$ cat config.mk
export PLATFORM = sky130hd
export DESIGN_NAME = branch_predict_unit
export DESIGN_NICKNAME = d
export VERILOG_FILES = /design/src/rtl/branch_predict_unit.sv
export SDC_FILE = /design/constraint.sdc
export NUM_CORES = 1
export LEC_CHECK = 0
export ABC_AREA = 1
export BUFFER_PORTS_ARGS = -buffer_cell sky130_fd_sc_hd__buf_2
export CAP_MARGIN = 20
export CORE_UTILIZATION = 51
export CTS_CLUSTER_DIAMETER = 120
export CTS_CLUSTER_SIZE = 20
export DETAILED_ROUTE_END_ITERATION = 8
export PLACE_DENSITY = 0.78
export SYNTH_ARGS = -nofsm -noshare
export SYNTH_HDL_FRONTEND = slang
export SYNTH_SLANG_ARGS = --single-unit
$ cat constraint.sdc
create_clock -name clk -period 2.37 [get_ports clk]
set_clock_uncertainty 0.15 [all_clocks]
set_input_delay 0.5925 -clock clk [delete_from_list [all_inputs] [get_ports clk]]
set_output_delay 0.5925 -clock clk [all_outputs]
set_load 0.01 [all_outputs]
$ cat src/rtl/branch_predict_unit.sv
// Branch resolution, bimodal prediction and ALU-op decode for the MIPS pipeline.
// Predicts at IF from a 2-bit counter table; resolves beq/bne/j and steers the PC mux.
module branch_predict_unit #(
    parameter int unsigned BHT_ENTRIES  = 16,
    parameter int unsigned CNT_W        = 16,
    parameter int unsigned FLUSH_SHADOW = 1
) (
    input  logic             clk,
    input  logic             rst_n,
    input  logic             if_valid,
    input  logic             if_is_branch,
    input  logic [31:0]      if_pc,
    output logic             if_redirect,
    input  logic             ex_valid,
    input  logic [31:0]      ex_pc,
    input  logic             ex_pred_taken,
    input  logic [5:0]       Opcode,
    input  logic [5:0]       Func,
    input  logic             Zero,
    output logic [2:0]       ALUOp,
    output logic [1:0]       PCSrc,
    output logic             ifflush,
    input  logic             perf_clr,
    output logic [CNT_W-1:0] br_count,
    output logic [CNT_W-1:0] mispred_count
);
    localparam int unsigned IDX_W = $clog2(BHT_ENTRIES);

    localparam logic [5:0] OpRtype = 6'b000000;
    localparam logic [5:0] OpJ     = 6'b000010;
    localparam logic [5:0] OpBeq   = 6'b000100;
    localparam logic [5:0] OpBne   = 6'b000101;
    localparam logic [5:0] OpSlti  = 6'b001010;
    localparam logic [5:0] OpAndi  = 6'b001100;
    localparam logic [5:0] OpOri   = 6'b001101;

    logic [1:0]       bht_q [BHT_ENTRIES];
    logic [1:0]       bht_d [BHT_ENTRIES];
    logic [1:0]       shadow_q, shadow_d;
    logic [CNT_W-1:0] br_cnt_q, br_cnt_d;
    logic [CNT_W-1:0] mis_cnt_q, mis_cnt_d;

    logic [IDX_W-1:0] if_idx, ex_idx;
    logic             is_branch, active, taken, br_upd, mispred;
    logic             unused_pc_bits;

    assign if_idx = if_pc[IDX_W+1:2];
    assign ex_idx = ex_pc[IDX_W+1:2];
    assign unused_pc_bits = ^{if_pc[31:IDX_W+2], if_pc[1:0], ex_pc[31:IDX_W+2], ex_pc[1:0]};

    // Lookup reads the registered table; a same-cycle update is not bypassed.
    assign if_redirect = rst_n & if_valid & if_is_branch & bht_q[if_idx][1];

    always_comb begin
        ALUOp = 3'b000;
        unique case (Opcode)
            OpRtype: begin
                unique case (Func)
                    6'b100010: ALUOp = 3'b001;
                    6'b100100: ALUOp = 3'b010;
                    6'b100101: ALUOp = 3'b011;
                    6'b101010: ALUOp = 3'b100;
                    default:   ALUOp = 3'b000;
                endcase
            end
            OpAndi:  ALUOp = 3'b010;
            OpOri:   ALUOp = 3'b011;
            OpSlti:  ALUOp = 3'b100;
            default: ALUOp = 3'b000;
        endcase
    end

    assign is_branch = (Opcode == OpBeq) || (Opcode == OpBne);
    assign active    = rst_n & ex_valid & (shadow_q == 2'd0);

    always_comb begin
        PCSrc   = 2'b00;
        ifflush = 1'b0;
        br_upd  = 1'b0;
        mispred = 1'b0;
        taken   = (Opcode == OpBeq) ? Zero : ~Zero;
        if (active) begin
            if (Opcode == OpJ) begin
                PCSrc   = 2'b10;
                ifflush = 1'b1;
            end else if (is_branch) begin
                br_upd = 1'b1;
                if (taken && !ex_pred_taken) begin
                    PCSrc   = 2'b01;
                    ifflush = 1'b1;
                    mispred = 1'b1;
                end else if (!taken && ex_pred_taken) begin
                    // Predicted taken but falls through: refetch the instruction after the branch.
                    PCSrc   = 2'b11;
                    ifflush = 1'b1;
                    mispred = 1'b1;
                end
            end
        end
    end

    always_comb begin
        bht_d = bht_q;
        if (br_upd) begin
            if (taken && bht_q[ex_idx] != 2'b11) begin
                bht_d[ex_idx] = bht_q[ex_idx] + 2'd1;
            end else if (!taken && bht_q[ex_idx] != 2'b00) begin
                bht_d[ex_idx] = bht_q[ex_idx] - 2'd1;
            end
        end

        if (ifflush) begin
            shadow_d = 2'(FLUSH_SHADOW);
        end else if (shadow_q != 2'd0) begin
            shadow_d = shadow_q - 2'd1;
        end else begin
            shadow_d = shadow_q;
        end

        br_cnt_d  = br_cnt_q;
        mis_cnt_d = mis_cnt_q;
        if (perf_clr) begin
            br_cnt_d  = '0;
            mis_cnt_d = '0;
        end else begin
            if (br_upd && br_cnt_q != '1) begin
                br_cnt_d = br_cnt_q + 1'b1;
            end
            if (mispred && mis_cnt_q != '1) begin
                mis_cnt_d = mis_cnt_q + 1'b1;
            end
        end
    end

    always_ff @(posedge clk or negedge rst_n) begin
        if (!rst_n) begin
            for (int i = 0; i < BHT_ENTRIES; i++) begin
                bht_q[i] <= 2'b01;
            end
            shadow_q  <= 2'd0;
            br_cnt_q  <= '0;
            mis_cnt_q <= '0;
        end else begin
            bht_q     <= bht_d;
            shadow_q  <= shadow_d;
            br_cnt_q  <= br_cnt_d;
            mis_cnt_q <= mis_cnt_d;
        end
    end

    assign br_count      = br_cnt_q;
    assign mispred_count = mis_cnt_q;

endmodule

==> impl_metrics.env, run 1 <==
export IMPL_cp_cell_sequence="buf_2 -> nor2_4 -> nand3_2 -> nand2_2 -> nand2_4 -> inv_4 -> ha_4 -> o21ai_2 -> buf_2"
export IMPL_synth_area_per_cell_um2=7.05
export IMPL_hold_slack_ps=320
export IMPL_routed_wirelength_mm=12.8
export IMPL_slew_headroom_pct=44.0
export IMPL_fin_ws_ps=-80.4
export IMPL_grt_pass1_vias=4717
export IMPL_core_mm2=0.00881
export IMPL_numPortBuffers=66
export IMPL_setup_viol=3
export IMPL_antenna_found_initial=0
export IMPL_syn_num_nets=752
export IMPL_critPathRequiredTime_ps=1630
export IMPL_die_x_um=97.6
export IMPL_grt_pass1_wl_mm=21.3
export IMPL_ys_warnings_count=0
export IMPL_cts_tree="built"
export IMPL_overflow=0
export IMPL_hold_buffers=0
export IMPL_powerDensity_mw_per_mm2=450
export IMPL_clock_sinks=66
export IMPL_avgRoutedWirePerCell_um=14.6
export IMPL_min_period_ps=2450
export IMPL_final_core_util_pct=65.7
export IMPL_cts_buffers=9
export IMPL_yosysUniqueCellTypes=40
export IMPL_tns_ps=-124
export IMPL_status="finished with violations"
export IMPL_diodes=0
export IMPL_cp_arrival_ps=1710
export IMPL_syn_to_final_growth_pct=24.1
export IMPL_rows=34
export IMPL_rsz0062_at_grt="true"
export IMPL_total_power_mw=2.60
export IMPL_synth_cells=662
export IMPL_synth_edf_count=0
export IMPL_slowest_stage="ha_4"
export IMPL_layout_drive_gt1_share_pct=29.8
export IMPL_async_reset_ff_share_pct=100
export IMPL_startpoint_type="input pin"
export IMPL_clkTransAtPathRegs_ps=60
export IMPL_final_cell_mix="nand2_1, nand3_1, inv_1, buf_2, nor2_1"
export IMPL_drtIter0Drc=292
export IMPL_final_cell_area_mm2=0.00579
export IMPL_worstPathMaxFanout=3
export IMPL_fmax_ghz=0.408
export IMPL_min_path_type="register to register"
export IMPL_cpPeakStageDelay_ps=210
export IMPL_min_period_over_period_pct=103
export IMPL_nNetsFinal=854
export IMPL_htree_levels=3
export IMPL_yosysSeqAreaShare_pct=35.8
export IMPL_p_leak_nw=2.91
export IMPL_cts_max_path_buffers=2
export IMPL_vias=4836
export IMPL_violations="DRC, setup timing"
export IMPL_synth_seq_cells=66
export IMPL_place_area_mm2=0.00529
export IMPL_drv_slew=0
export IMPL_cts_root_buf="clkbuf_8"
export IMPL_netlist_area_mm2=0.00467
export IMPL_vias_per_cell=5.51
export IMPL_tightest_slew_ps=839
export IMPL_end_kind="output port"
export IMPL_initial_core_util_pct=53.0
export IMPL_ir_drop_v=0.000281
export IMPL_final_common_cell="nand2_1"
export IMPL_first_pass_iters=7
export IMPL_die_h_um=97.6
export IMPL_critPathMostFrequentCell="buf_2"
export IMPL_die_area_mm2=0.00953
export IMPL_hpwlAfterDp_mm=8.86
export IMPL_synth_ff_type="dfrtp_1"
export IMPL_track_usage_pct=27.4
export IMPL_drtAntennaViolNets=0
export IMPL_hold_viol=0
export IMPL_grt_max_degree=67
export IMPL_pin_count=123
export IMPL_insertion_delay_ps=350
export IMPL_drc=4
export IMPL_gp_congestion=0.939
export IMPL_crit_type="input pin to output port"
export IMPL_drv_cap=0
## worst max-delay path: cells and delay by family
family                     cells  cell delay (ps)
and+or+nand+nor                4              420
buffers and inverters          3              340
adders and majority gates      1              210
AOI/OAI and AO/OA              1              160
## power breakdown
| group | switching [mW] | total, mW | internal [mW] |
|---|---|---|---|
| clock | 0.434 | 0.949 | 0.516 |
| combinational | 0.283 | 0.481 | 0.198 |
| sequential | 0.0187 | 1.17 | 1.15 |
| total | 0.735 | 2.60 | 1.87 |
## path summary, 6_finish.rpt
path / start / endpoint / slack [ps] / depth (start not counted)
worst max-delay path: Opcode[1] / ifflush / -80 / 9
worst min-delay path: register / register / 320 / 2
worst max register to register: register / bht_q[21]$_DFFE_PN0P_ / 120 / 16
worst min register to register: register / register / 320 / 2
max in group asynchronous: rst_n / bht_q[9]$_DFFE_PN0P_ / 1070 / 3
min in group asynchronous: rst_n / bht_q[31]$_DFFE_PN0P_ / 420 / 3
## final cells by class
| class | instances | area, um2 |
|---|---|---|
| Fill cell | 739 | 3020 |
| Multi-Input combinational cell | 497 | 2690 |
| Sequential cell | 66 | 1670 |
| Timing Repair Buffer | 112 | 786 |
| Inverter | 78 | 312 |
| Clock buffer | 12 | 145 |
| Tap cell | 108 | 135 |
| Clock inverter | 4 | 51.3 |
## metal layers
metal	GRT usage, %	up-vias	wire length, um
met3	4.17	16	812
met4	9.56	0	148
met5	0	-	0
li1	-	2351	-
met1	34.9	2290	5390
met2	47.4	179	6450
## cell usage after synthesis (all sizes together), types with 6 or more instances
library cell / instances / area (um2)
buf: 18 / 165
nand2: 213 / 822
nand3: 116 / 713
nor2: 65 / 283
o21ai: 22 / 110
inv: 76 / 288
dfrtp: 50 / 1250
ha: 6 / 75.1
nor3: 8 / 56.3
a21oi: 7 / 35.0
xor2: 13 / 114
nand4: 26 / 163
dfstp: 16 / 420
## kinds of logic after synthesis
family | count (synthesis) | share of synthesized area (%)
buf+inv | 99 | 10.1
fa+ha+maj | 6 | 1.61
xor+xnor | 14 | 2.63
simple gates | 438 | 45.1
compound gates | 39 | 4.69
flops | 66 | 35.8
## metrics by stage
stage | setup WS (ps) | std cells
2_1_floorplan | -3.53 | 662
5_1_grt | -115 | 877
3_3_place_gp | -337 | 852
6_report | -80.4 | 877
4_1_cts | -55.9 | 872
3_5_place_dp | -389 | 852
## what timing repair did
action / in CTS / in global routing
buffers inserted: 4 / 4
pin swaps: 6 / 19
gates cloned: 0 / 1
endpoints found under the setup margin: 22 / 39
resized for setup: 17 / 53
Note: power is estimated with default switching activity, not from simulation.
==> run 2: changes to the inputs <==
--- a/config.mk
+++ b/config.mk
@@ -8,11 +8,10 @@
 export ABC_AREA = 1
 export BUFFER_PORTS_ARGS = -buffer_cell sky130_fd_sc_hd__buf_2
 export CAP_MARGIN = 20
-export CORE_UTILIZATION = 51
+export CORE_UTILIZATION = 30
 export CTS_CLUSTER_DIAMETER = 120
 export CTS_CLUSTER_SIZE = 20
 export DETAILED_ROUTE_END_ITERATION = 8
-export PLACE_DENSITY = 0.78
 export SYNTH_ARGS = -nofsm -noshare
 export SYNTH_HDL_FRONTEND = slang
 export SYNTH_SLANG_ARGS = --single-unit
==> run 2 against run 1 <==
Net effect: the flow finishes with violations (setup timing); routed wire length grew 9.9%; die area up 68%; global-route usage is 10 points lower; fmax fell by 0.24%; cell area grew 15%; register-to-register slack got worse by 20 ps; via count about the same; non-clock buffer count grew 27; final cell count up 12%; first-iteration DRC count down 24%.
==> impl_metrics.env, run 2 (synthesis results as in run 1) <==
export IMPL_die_x_um=127
export IMPL_htree_levels=3
export IMPL_routed_wirelength_mm=14.1
export IMPL_cp_cell_sequence="buf_6 -> nor2_4 -> nand3_2 -> nand2_2 -> nand2_4 -> inv_4 -> ha_4 -> o21ai_4 -> buf_6"
export IMPL_rsz0062_at_grt="true"
export IMPL_core_mm2=0.0152
export IMPL_critPathRequiredTime_ps=1630
export IMPL_tightest_slew_ps=687
export IMPL_avgRoutedWirePerCell_um=14.3
export IMPL_slew_headroom_pct=54.2
export IMPL_die_area_mm2=0.0161
export IMPL_diodes=0
export IMPL_ff_latch_area_mm2=0.00167
export IMPL_cts_max_path_buffers=2
export IMPL_startpoint_type="input pin"
export IMPL_clock_sinks=66
export IMPL_final_common_cell="nand2_1"
export IMPL_cp_arrival_ps=1710
export IMPL_drc=0
export IMPL_initial_core_util_pct=30.7
export IMPL_final_cell_mix="nand2_1, nand3_1, inv_1"
export IMPL_syn_to_final_growth_pct=42.3
export IMPL_gp_congestion=0.865
export IMPL_ir_drop_v=0.000375
export IMPL_min_period_over_period_pct=104
export IMPL_vias_per_cell=4.91
export IMPL_hold_buffers=0
export IMPL_layout_drive_gt1_share_pct=37.6
export IMPL_rows=45
export IMPL_p_seq_share_pct=37.0
export IMPL_cts_buffers=9
export IMPL_drv_slew=0
export IMPL_slowest_stage="ha_4"
export IMPL_p_int_mw=2.32
export IMPL_power_switching_uw=847
export IMPL_cts_tree="built"
export IMPL_vias=4834
export IMPL_drv_cap=0
export IMPL_cpPeakStageDelay_ps=200
export IMPL_numPortBuffers=66
export IMPL_powerDensity_mw_per_mm2=476
export IMPL_worstPathMaxFanout=3
export IMPL_drtAntennaViolNets=0
export IMPL_hpwlAfterDp_mm=9.01
export IMPL_crit_type="input pin to output port"
export IMPL_cts_root_buf="clkbuf_16"
export IMPL_combPwrFrac_pct=17.7
export IMPL_antenna_found_initial=0
export IMPL_end_kind="output port"
export IMPL_status="finished with violations"
export IMPL_min_path_type="input pin to async pin"
export IMPL_setup_viol=2
export IMPL_clockPowerShare_pct=45.3
export IMPL_fmax_ghz=0.407
export IMPL_total_power_mw=3.16
export IMPL_fillers=1556
export IMPL_switching_share_pct=26.8
export IMPL_final_core_util_pct=43.7
export IMPL_tns_ps=-103
export IMPL_multi_input_area_mm2=0.00297
export IMPL_hold_viol=0
export IMPL_critPathMostFrequentCell="buf_6"
export IMPL_insertion_delay_ps=340
export IMPL_track_usage_pct=17.3
export IMPL_nNetsFinal=881
export IMPL_clkTransAtPathRegs_ps=50
export IMPL_overflow=0
export IMPL_grt_pass1_vias=4574
export IMPL_die_h_um=127
export IMPL_crit_start="Opcode[0]"
export IMPL_pin_count=123
export IMPL_min_period_ps=2460
export IMPL_p_leak_nw=3.16
export IMPL_violations="setup timing"
export IMPL_grt_max_degree=53
export IMPL_first_pass_iters=5
export IMPL_drtIter0Drc=221
export IMPL_fin_ws_ps=-86.3
export IMPL_grt_pass1_wl_mm=22.2
-- run 2: changes by cell type in the layout (fill, tap and decap cells not counted), sizes merged --
cell,before,now
inv,76,77
buf,111,134
clkbuf,13,14
bufinv,1,2
clkinvlp,1,2
-- run 2: worst paths after layout --
kind	slack (ps)	end	depth (start not counted)
min in group clk	300	register	2
hold / removal	110	bht_q[1]$_DFFE_PN0P_	2
setup reg to reg	100	bht_q[5]$_DFFE_PN0P_	16
setup / recovery	-90	ifflush	9
hold reg to reg	300	register	2
max in group asynchronous	1030	mispred_count[12]$_DFFE_PN0P_	3
-- run 2: worst max-delay path, delay by kind of cell --
kind                       cells  cell delay, ps
adders and majority gates      1             200
buffers and inverters          3             280
AOI/OAI and AO/OA              1             170
and+or+nand+nor                4             470
-- run 2: power by group through the flow --
stage / Clock [mW] / Combinational, mW / Sequential, mW
after floorplan: 0 / 0.256 / 1.18
after global placement: 0 / 0.401 / 1.19
after detailed placement: 0 / 0.408 / 1.19
after CTS: 1.47 / 0.450 / 1.17
after global routing: 1.52 / 0.610 / 1.17
final: 1.43 / 0.558 / 1.17
-- run 2: what timing repair did --
item / CTS / global route
gates resized for setup: 28 / 110
pin swaps: 12 / 56
setup endpoints to repair: 8 / 38
gates cloned: 0 / 6
setup buffers: 21 / 5
-- run 2: through the flow --
step / setup WS [ps] / instance area [um2] / cells / hold slack (ps)
floorplan: -3.53 / 4690 / 662 / 147
global placement: -346 / 5460 / 939 / 306
detailed placement: -356 / 5460 / 939 / 309
CTS: -20.8 / 6030 / 976 / 102
global route: -119 / 6640 / 984 / 110
finish: -86.3 / 6640 / 984 / 106
-- run 2: final cells by class --
cell class,instances,area share (%)
multi-input cells,497,44.7
flip-flops and latches,66,25.2
repair buffers,139,17.1
inverters,78,4.71
well taps,188,3.54
clock buffers,9,3.39
clock inverters,7,1.41
-- run 2: layer usage --
layer,part of all wire (%),vias to the layer above,global-route usage (%)
li1,-,2409,-
met1,45,2291,23.1
met2,49,117,28.2
met3,4.4,17,3.58
met4,1.4,0,5.32
met5,0,-,0
==> run 3: changes to the inputs <==
==> constraint.sdc (replaced) <==
create_clock -name clk -period 2.6 [get_ports clk]
set_clock_uncertainty 0.15 [all_clocks]
set_input_delay 0.65 -clock clk [delete_from_list [all_inputs] [get_ports clk]]
set_output_delay 0.65 -clock clk [all_outputs]
set_load 0.01 [all_outputs]
==> run 3 against run 2 <==
Net effect: the run now ends clean; sequential share of layout area increased by 3.1 points; register-to-register slack improved by 280 ps; largest power group unchanged; global-route usage decreased by 0.87 points; sequential cell count unchanged; critical path depth increased by 2; highest routed layer unchanged.
==> impl_metrics.env, run 3 (synthesis results as in run 1) <==
export IMPL_status="finished, final reports clean"
export IMPL_rsz0062_at_grt="true"
export IMPL_antenna_found_initial=0
export IMPL_holdPathStages=2
export IMPL_drtAntennaViolNets=0
export IMPL_hpwlAfterDp_mm=8.69
export IMPL_routed_wirelength_mm=12.7
export IMPL_tightest_slew_ps=860
export IMPL_gp_congestion=0.880
export IMPL_rows=45
export IMPL_cts_buffers=9
export IMPL_ir_drop_v=0.000270
export IMPL_min_period_over_period_pct=99.9
export IMPL_hold_viol=0
export IMPL_pin_count=123
export IMPL_rr_endpoint="bht_q[29]$_DFFE_PN0P_"
export IMPL_critPathRequiredTime_ps=1800
export IMPL_fmax_ghz=0.385
export IMPL_slew_headroom_pct=42.7
export IMPL_vias_per_cell=4.78
export IMPL_numPortBuffers=66
export IMPL_grt_pass1_wl_mm=21.4
export IMPL_powerDensity_mw_per_mm2=433
export IMPL_first_pass_iters=4
export IMPL_hold_buffers=0
export IMPL_ff_latch_area_mm2=0.00167
export IMPL_r2r_start="bht_q[17]$_DFFE_PN0P_"
export IMPL_initial_core_util_pct=30.7
export IMPL_setup_viol=0
export IMPL_die_area_mm2=0.0161
export IMPL_insertion_delay_ps=330
export IMPL_drv_slew=0
export IMPL_p_leak_nw=2.94
export IMPL_final_cell_mix="nand2_1, nand3_1, buf_2"
export IMPL_die_x_um=127
export IMPL_die_h_um=127
export IMPL_grt_max_degree=67
export IMPL_cp_arrival_ps=1800
export IMPL_avgRoutedWirePerCell_um=13.2
export IMPL_fillers=1607
export IMPL_fin_ws_ps=2.84
export IMPL_cts_root_buf="clkbuf_16"
export IMPL_nNetsFinal=858
export IMPL_place_ws_ps=-162
export IMPL_min_period_ps=2600
export IMPL_track_usage_pct=16.4
export IMPL_multi_input_area_mm2=0.00263
export IMPL_cts_tree="built"
export IMPL_drc=0
export IMPL_htree_levels=3
export IMPL_diodes=0
export IMPL_layout_drive_gt1_share_pct=28.5
export IMPL_clkTransAtPathRegs_ps=50
export IMPL_drtIter0Drc=295
export IMPL_overflow=0
export IMPL_clock_sinks=66
export IMPL_end_kind="output port"
export IMPL_reg2reg_depth=11
export IMPL_hold_slack_ps=314
export IMPL_drv_cap=0
export IMPL_min_path_type="register to register"
export IMPL_crit_type="input pin to output port"
export IMPL_startpoint_type="input pin"
export IMPL_instances_no_fill=961
export IMPL_grt_pass1_vias=4409
export IMPL_worstPathMaxFanout=2
export IMPL_core_mm2=0.0152
export IMPL_cts_max_path_buffers=2
export IMPL_vias=4593
export IMPL_final_common_cell="nand2_1"
export IMPL_reg2reg_slack_ps=380
export IMPL_syn_to_final_growth_pct=26.6
export IMPL_dp_cells=934
## run 3: changes by cell type in the layout (fill, tap and decap cells not counted), moves of 8 or more
cell and delta:
buf_2 +8, buf_4 -13, buf_6 -11, nand2_1 +26, nand2_2 -22, nand3_1 +15, nand3_4 -15
## run 3: power breakdown
part / internal (mW) / switching, mW
combinational: 0.160 / 0.232
clock: 0.667 / 0.433
sequential: 1.05 / 0.0120
## run 3: per-stage QoR
step / power [mW] / util, % / instance area (um2) / setup TNS, ps
5_1_grt: 2.69 / 38.9 / 5910 / -59.5
2_1_floorplan: 1.31 / - / 4670 / 0
6_report: 2.56 / 38.9 / 5910 / 0
4_1_cts: 2.58 / 37.9 / 5760 / 0
3_5_place_dp: 1.45 / 35.5 / 5400 / -4070
3_3_place_gp: 1.45 / 35.5 / 5400 / -4340
## run 3: worst max-delay path by stage
stage	to	cells past startpoint	start	slack, ps
after floorplan	ifflush	8	Opcode[4]	3
after global placement	bht_q[15]$_DFFE_PN0P_	15	ex_pc[2]	-160
after detailed placement	ifflush	9	Opcode[5]	-160
after CTS	PCSrc[0]	10	Opcode[5]	20
after global routing	PCSrc[0]	10	Opcode[3]	-60
final	PCSrc[0]	11	Opcode[5]	3
## run 3: routing by layer
layer	global-route usage, %	routed length, um	vias up
li1	-	-	2358
met3	3.29	588	8
met2	27.3	5980	92
met1	22.4	6000	2135
met4	2.94	82	0
met5	0	0	-
## run 3: repair_timing
item,4_1_cts,5_1_grt
endpoints found under the setup margin,2,36
gates cloned,0,3
gates resized for setup,10,23
pin swaps,2,13
buffers inserted,8,1
## run 3: layout make-up
cell class	count	area share [%]
multi-input combinational	497	44.5
sequential	66	28.3
timing repair buffer	116	13.7
inverter	78	5.04
clock buffer	13	4.24
tap	188	3.98
clock inverter	3	0.254
## run 3: worst max-delay path, stage by stage
cell and delay, ps:
buf_2 120, inv_2 60, nand2_4 60, nor2_8 120, nand3_4 70, nand2_2 80, inv_2 40, ha_4 210
buf_4 130, nor2_2 110, buf_2 140
